<file path="src/rtl/hex_display_pkg.sv">
// Shared types and segment constants for the multi-digit HEX display controller.
package hex_display_pkg;

  typedef enum logic [1:0] {
    MODE_STATIC = 2'd0,
    MODE_BLINK  = 2'd1,
    MODE_SCROLL = 2'd2,
    MODE_LAMP   = 2'd3
  } disp_mode_t;

  // Active-low segment images for a dark digit and a fully lit digit.
  localparam logic [6:0] SEG_BLANK  = 7'h7F;
  localparam logic [6:0] SEG_ALL_ON = 7'h00;

endpackage

</file>
<file path="src/rtl/decoder_7seg_table.sv">
// 4-bit hex to 7-segment decoder, positive logic, segment order gfedcba.
module decoder_7seg_table (
  input  logic [3:0] d,
  output logic [6:0] y
);

  always_comb begin
    case (d)
      4'h0:    y = 7'h3F;
      4'h1:    y = 7'h06;
      4'h2:    y = 7'h5B;
      4'h3:    y = 7'h4F;
      4'h4:    y = 7'h66;
      4'h5:    y = 7'h6D;
      4'h6:    y = 7'h7D;
      4'h7:    y = 7'h07;
      4'h8:    y = 7'h7F;
      4'h9:    y = 7'h6F;
      4'hA:    y = 7'h77;
      4'hB:    y = 7'h7C;
      4'hC:    y = 7'h39;
      4'hD:    y = 7'h5E;
      4'hE:    y = 7'h79;
      default: y = 7'h71;
    endcase
  end

endmodule

</file>
<file path="src/rtl/hex_display_ctrl.sv">
// Multi-digit active-low 7-segment controller: value capture, leading-zero
// blanking, per-digit mask and tick-driven blink/scroll/lamp-test modes.
module hex_display_ctrl
  import hex_display_pkg::*;
#(
  parameter int DIGITS   = 6,
  parameter int TICK_DIV = 25_000_000
) (
  input  logic                  clk,
  input  logic                  reset_n,
  input  logic                  load,
  input  logic [4*DIGITS-1:0]   value,
  input  logic [1:0]            mode,
  input  logic                  lz_suppress,
  input  logic [DIGITS-1:0]     blank_mask,
  output logic [7*DIGITS-1:0]   hex_n,
  output logic                  tick
);

  localparam int CNT_W = $clog2(TICK_DIV);
  localparam int OFF_W = (DIGITS > 1) ? $clog2(DIGITS) : 1;
  localparam logic [CNT_W-1:0] CNT_LAST = CNT_W'(TICK_DIV - 1);
  localparam logic [OFF_W-1:0] OFF_LAST = OFF_W'(DIGITS - 1);

  disp_mode_t              mode_e;
  logic [4*DIGITS-1:0]     disp_val;
  logic [CNT_W-1:0]        cnt;
  logic                    phase;
  logic [OFF_W-1:0]        offset;
  logic [OFF_W-1:0]        eff_off;
  logic [3:0]              rot [DIGITS];
  logic [6:0]              seg [DIGITS];
  logic [DIGITS-1:0]       lz_blank;
  logic                    lz_on;
  logic [7*DIGITS-1:0]     img;

  assign mode_e  = disp_mode_t'(mode);
  // A load restarts the period, so it also swallows a coinciding wrap pulse.
  assign tick    = (cnt == CNT_LAST) && !load;
  assign eff_off = (mode_e == MODE_SCROLL) ? offset : '0;
  assign lz_on   = lz_suppress && (mode_e == MODE_STATIC || mode_e == MODE_BLINK);

  always_ff @(posedge clk or negedge reset_n) begin
    if (!reset_n) begin
      disp_val <= '0;
      cnt      <= '0;
      phase    <= 1'b0;
      offset   <= '0;
    end else begin
      if (load) begin
        disp_val <= value;
      end

      if (load || cnt == CNT_LAST) begin
        cnt <= '0;
      end else begin
        cnt <= cnt + 1'b1;
      end

      if (load || mode_e != MODE_BLINK) begin
        phase <= 1'b0;
      end else if (tick) begin
        phase <= ~phase;
      end

      if (load || mode_e != MODE_SCROLL) begin
        offset <= '0;
      end else if (tick) begin
        offset <= (offset == OFF_LAST) ? '0 : offset + 1'b1;
      end
    end
  end

  // Nibble k lands on physical digit (k + offset) mod DIGITS: content rotates left.
  always_comb begin
    for (int i = 0; i < DIGITS; i++) begin
      rot[i] = '0;
      for (int k = 0; k < DIGITS; k++) begin
        automatic int s = k + int'(eff_off);
        if (s >= DIGITS) s = s - DIGITS;
        if (s == i) rot[i] = disp_val[4*k +: 4];
      end
    end
  end

  // Zero run from the top digit downward; digit 0 always stays visible.
  always_comb begin
    automatic logic still = 1'b1;
    lz_blank = '0;
    for (int i = DIGITS - 1; i > 0; i--) begin
      still       = still && (disp_val[4*i +: 4] == 4'h0);
      lz_blank[i] = still;
    end
  end

  for (genvar g = 0; g < DIGITS; g++) begin : g_dec
    decoder_7seg_table u_dec (
      .d (rot[g]),
      .y (seg[g])
    );
  end

  always_comb begin
    img = '1;
    for (int i = 0; i < DIGITS; i++) begin
      if (mode_e == MODE_LAMP) begin
        img[7*i +: 7] = SEG_ALL_ON;
      end else if (blank_mask[i]) begin
        img[7*i +: 7] = SEG_BLANK;
      end else if (mode_e == MODE_BLINK && phase) begin
        img[7*i +: 7] = SEG_BLANK;
      end else if (lz_on && lz_blank[i]) begin
        img[7*i +: 7] = SEG_BLANK;
      end else begin
        img[7*i +: 7] = ~seg[i];
      end
    end
  end

  // Output register stage
  always_ff @(posedge clk or negedge reset_n) begin
    if (!reset_n) begin
      hex_n <= '1;
    end else begin
      hex_n <= img;
    end
  end

endmodule

</file>
<file path="config.mk">
export PLATFORM = sky130hd
export DESIGN_NAME = hex_display_ctrl
export DESIGN_NICKNAME = d
export VERILOG_FILES = /design/src/rtl/hex_display_pkg.sv /design/src/rtl/decoder_7seg_table.sv /design/src/rtl/hex_display_ctrl.sv
export SDC_FILE = /design/constraint.sdc
export NUM_CORES = 1
export LEC_CHECK = 0
export CORE_MARGIN = 2
export CORE_UTILIZATION = 60
export DETAILED_ROUTE_END_ITERATION = 6
export PLACE_DENSITY_LB_ADDON = 0.3
export RECOVER_POWER = 100
export SYNTH_ARGS = -nofsm -noshare
export SYNTH_HDL_FRONTEND = slang
export SYNTH_SLANG_ARGS = --single-unit
</file>
<file path="constraint.sdc">
create_clock -name clk -period 14.2 [get_ports clk]
set_input_delay 2.84 -clock clk [delete_from_list [all_inputs] [get_ports clk]]
set_output_delay 2.84 -clock clk [all_outputs]
set_load 0.03 [all_outputs]
</file>
==> flow_summary.ini <==
[floorplanning]
rows = 41
chipHeight_um = 118
coreArea_mm2 = 0.0126
die-area_mm2 = 0.0139
ios = 79
fp.dieW_um = 118
initial_utilization_pct = 61.5

[yosys]
ys.flop_type = dfrtp_1
synth.distinct_cells = 104
syn-num-nets = 952
synth_top_area_cell = dfrtp_1
ys_top_cells_by_count = nor2_1, nand2_1, dfrtp_1
syn_area_mm2 = 0.00777
post-synth-top-count-cell = nor2_1
yosysSeqAreaShare_pct = 31.3
syn_inst = 867
ys_warn_count = 0
synth_area_leaders = dfrtp_1, dfstp_2, ha_1
synth_seq_cells = 95
syn_avg_cell_area_um2 = 8.96
synth_top_area_share_pct = 17.1
synthArstFlopShare_pct = 100
synth_edf_count = 0

[placement]
dp_cells = 1069
routabilityCongestion = 1.10
dp_hpwl_mm = 15.8
io_buffers = 78

[cts]
clock-sinks = 95
cts_setup_buffers = 0
cts-resized-gates = 0
cts_root_buffer = clkbuf_16
clock_path_buffers = 2
numCtsBuffers = 9
cts_tree = done
h-tree-depth = 3
postCtsHoldBufs = 0
clkSlewWorstSetupHoldPaths_ps = 60
insertion_delay_ps = 350

[final_layout]
fin_nets = 993
diodes = 0
syn2layout_area_growth_pct = 12.6
layout-drive-gt1-share_pct = 13.1
finalNonFillerCells = 1085

[outcome]
run_status = finished with violations
violations = max-capacitance violations, max-slew violations

[sta]
fin_crit_sh_pct = 68.4
rsz0062_at_grt = no
setup_tns_ps = 0
worstMarginPinSlew_ps = 3280
setup_viol = 0
maxSlewViolCount = 134
clock_skew_ps = 9.42
slew_headroom_pct = -119
min_period_ps = 9710
fmax_mhz = 103
hold_slack_ps = 475
hold_violations = 0

[setup_path]
crit_arrival_ps = 9990
cp-end-kind = flip-flop
cp_max_fo = 21
crit_type = input pin to flip-flop
critPathLaunchType = input pin
required_ps = 14480

[flow_run]
drv_cap = 3

[min_path]
min_path_type = flip-flop to flip-flop

[global_routing]
antenna_found_initial = 0
grt_pass1_wl_mm = 35.2
grt_start_max_net_pins = 67
grt_use_total_pct = 31.2
grt_pass1_vias = 6866
grt_overflow_total = 0

[detailed_routing]
vias = 7200
wirelength_mm = 21.4
antenna_left = 0
avgViaCountPerCell = 6.64
first_pass_iters = 7
wl_per_cell_um = 19.8
drtIter0Drc = 912
drcViolationCount = 0

[power]
p_leak_nw = 3.47
powerDensity_mw_per_mm2 = 84.8
irDropWorstVdd_mv = 0.0604
totalPowerFinal_mw = 0.742
per-layer routing:
layer  up-vias  track usage [%]  part of all wire (%)  wire length, um
li1       3339                -                     -                -
met1      3407             41.5                    42             8970
met2       372             50.7                    46             9780
met3        82             5.33                   8.3             1770
met4         0             12.6                   4.3              928
met5         -                0                     0                0
critical path: stages:
cell           delay (ps)
dlygate4sd3_1         920
nand3b_1              360
clkbuf_1              410
inv_1                 620
ha_1                  310
inv_1                 100
xnor2_1               570
ha_1                  270
inv_1                  40
ha_1                  270
nor2b_1               230
nand4_1               110
and3_1                230
a21oi_1               600
a31oi_1               200
o31ai_1               820
nand2_1               470
or3_1                 440
a21oi_1               150
where the power goes:
group / switching (mW) / total [mW] / internal [mW]
logic: 0.113 / 0.190 / 0.0769
registers: 0.0255 / 0.329 / 0.304
clock network: 0.105 / 0.223 / 0.118
area by class of cell:
cell class                 instances  area (um^2)
sequential                        95         2430
inverter                          42          163
multi-input combinational        678         4880
clock buffer                      10          229
clock inverter                     6         36.3
fill                            1015         3870
tap                              172          215
timing repair buffer              82          793
final timing paths:
path                            slack [ps]            to  cells past startpoint       from
worst max-delay path                  4490     hex_n[30]                     19    mode[1]
worst min-delay path                   470        cnt[0]                      1     cnt[0]
worst max register to register        7270     hex_n[30]                     18  offset[0]
worst min register to register         470        cnt[0]                      1     cnt[0]
max in group asynchronous             7480  disp_val[14]                      2    reset_n
min in group asynchronous             2890       cnt[15]                      1    reset_n
state kept, by name, summed over array words and instances, names as in the netlist:
name,flops
offset,3
disp_val,24
cnt,25
phase,1
hex_n,42
through the flow:
stage	util (%)	cell area (um^2)	worst slack, ps
floorplan	-	7770	6960
global placement	67.8	8550	5630
detailed placement	67.8	8550	5440
CTS	69.9	8820	5780
global route	69.3	8740	4020
finish	69.3	8740	4490
kinds of logic after synthesis:
group / Yosys count / share of synthesized area, %
AOI/OAI and AO/OA: 251 / 24.8
xor gates and xnor gates: 32 / 3.85
adders and majority gates: 49 / 7.89
buffers and inverters: 94 / 5.17
DFF: 95 / 31.3
muxes: 43 / 6.01
and+or+nand+nor: 303 / 21.0
placed cells by master (no fill, tap or decap), types with 9 or more instances in the layout:
cell,instances
nor2_1,68
nand2_1,61
dfrtp_1,53
a21oi_1,51
ha_1,49
dlygate4sd3_1,45
dfstp_2,42
inv_1,39
nand3_1,34
clkdlybuf4s50_1,32
a31oi_1,30
mux2_2,25
o21ai_0,22
nor3_1,20
and3_1,17
nand4_1,17
xor2_1,17
mux2i_1,16
xnor2_1,15
a22oi_1,15
nand2b_1,13
and2_1,9
clkbuf_16,9
No activity file was read; power rests on OpenSTA's default activity.
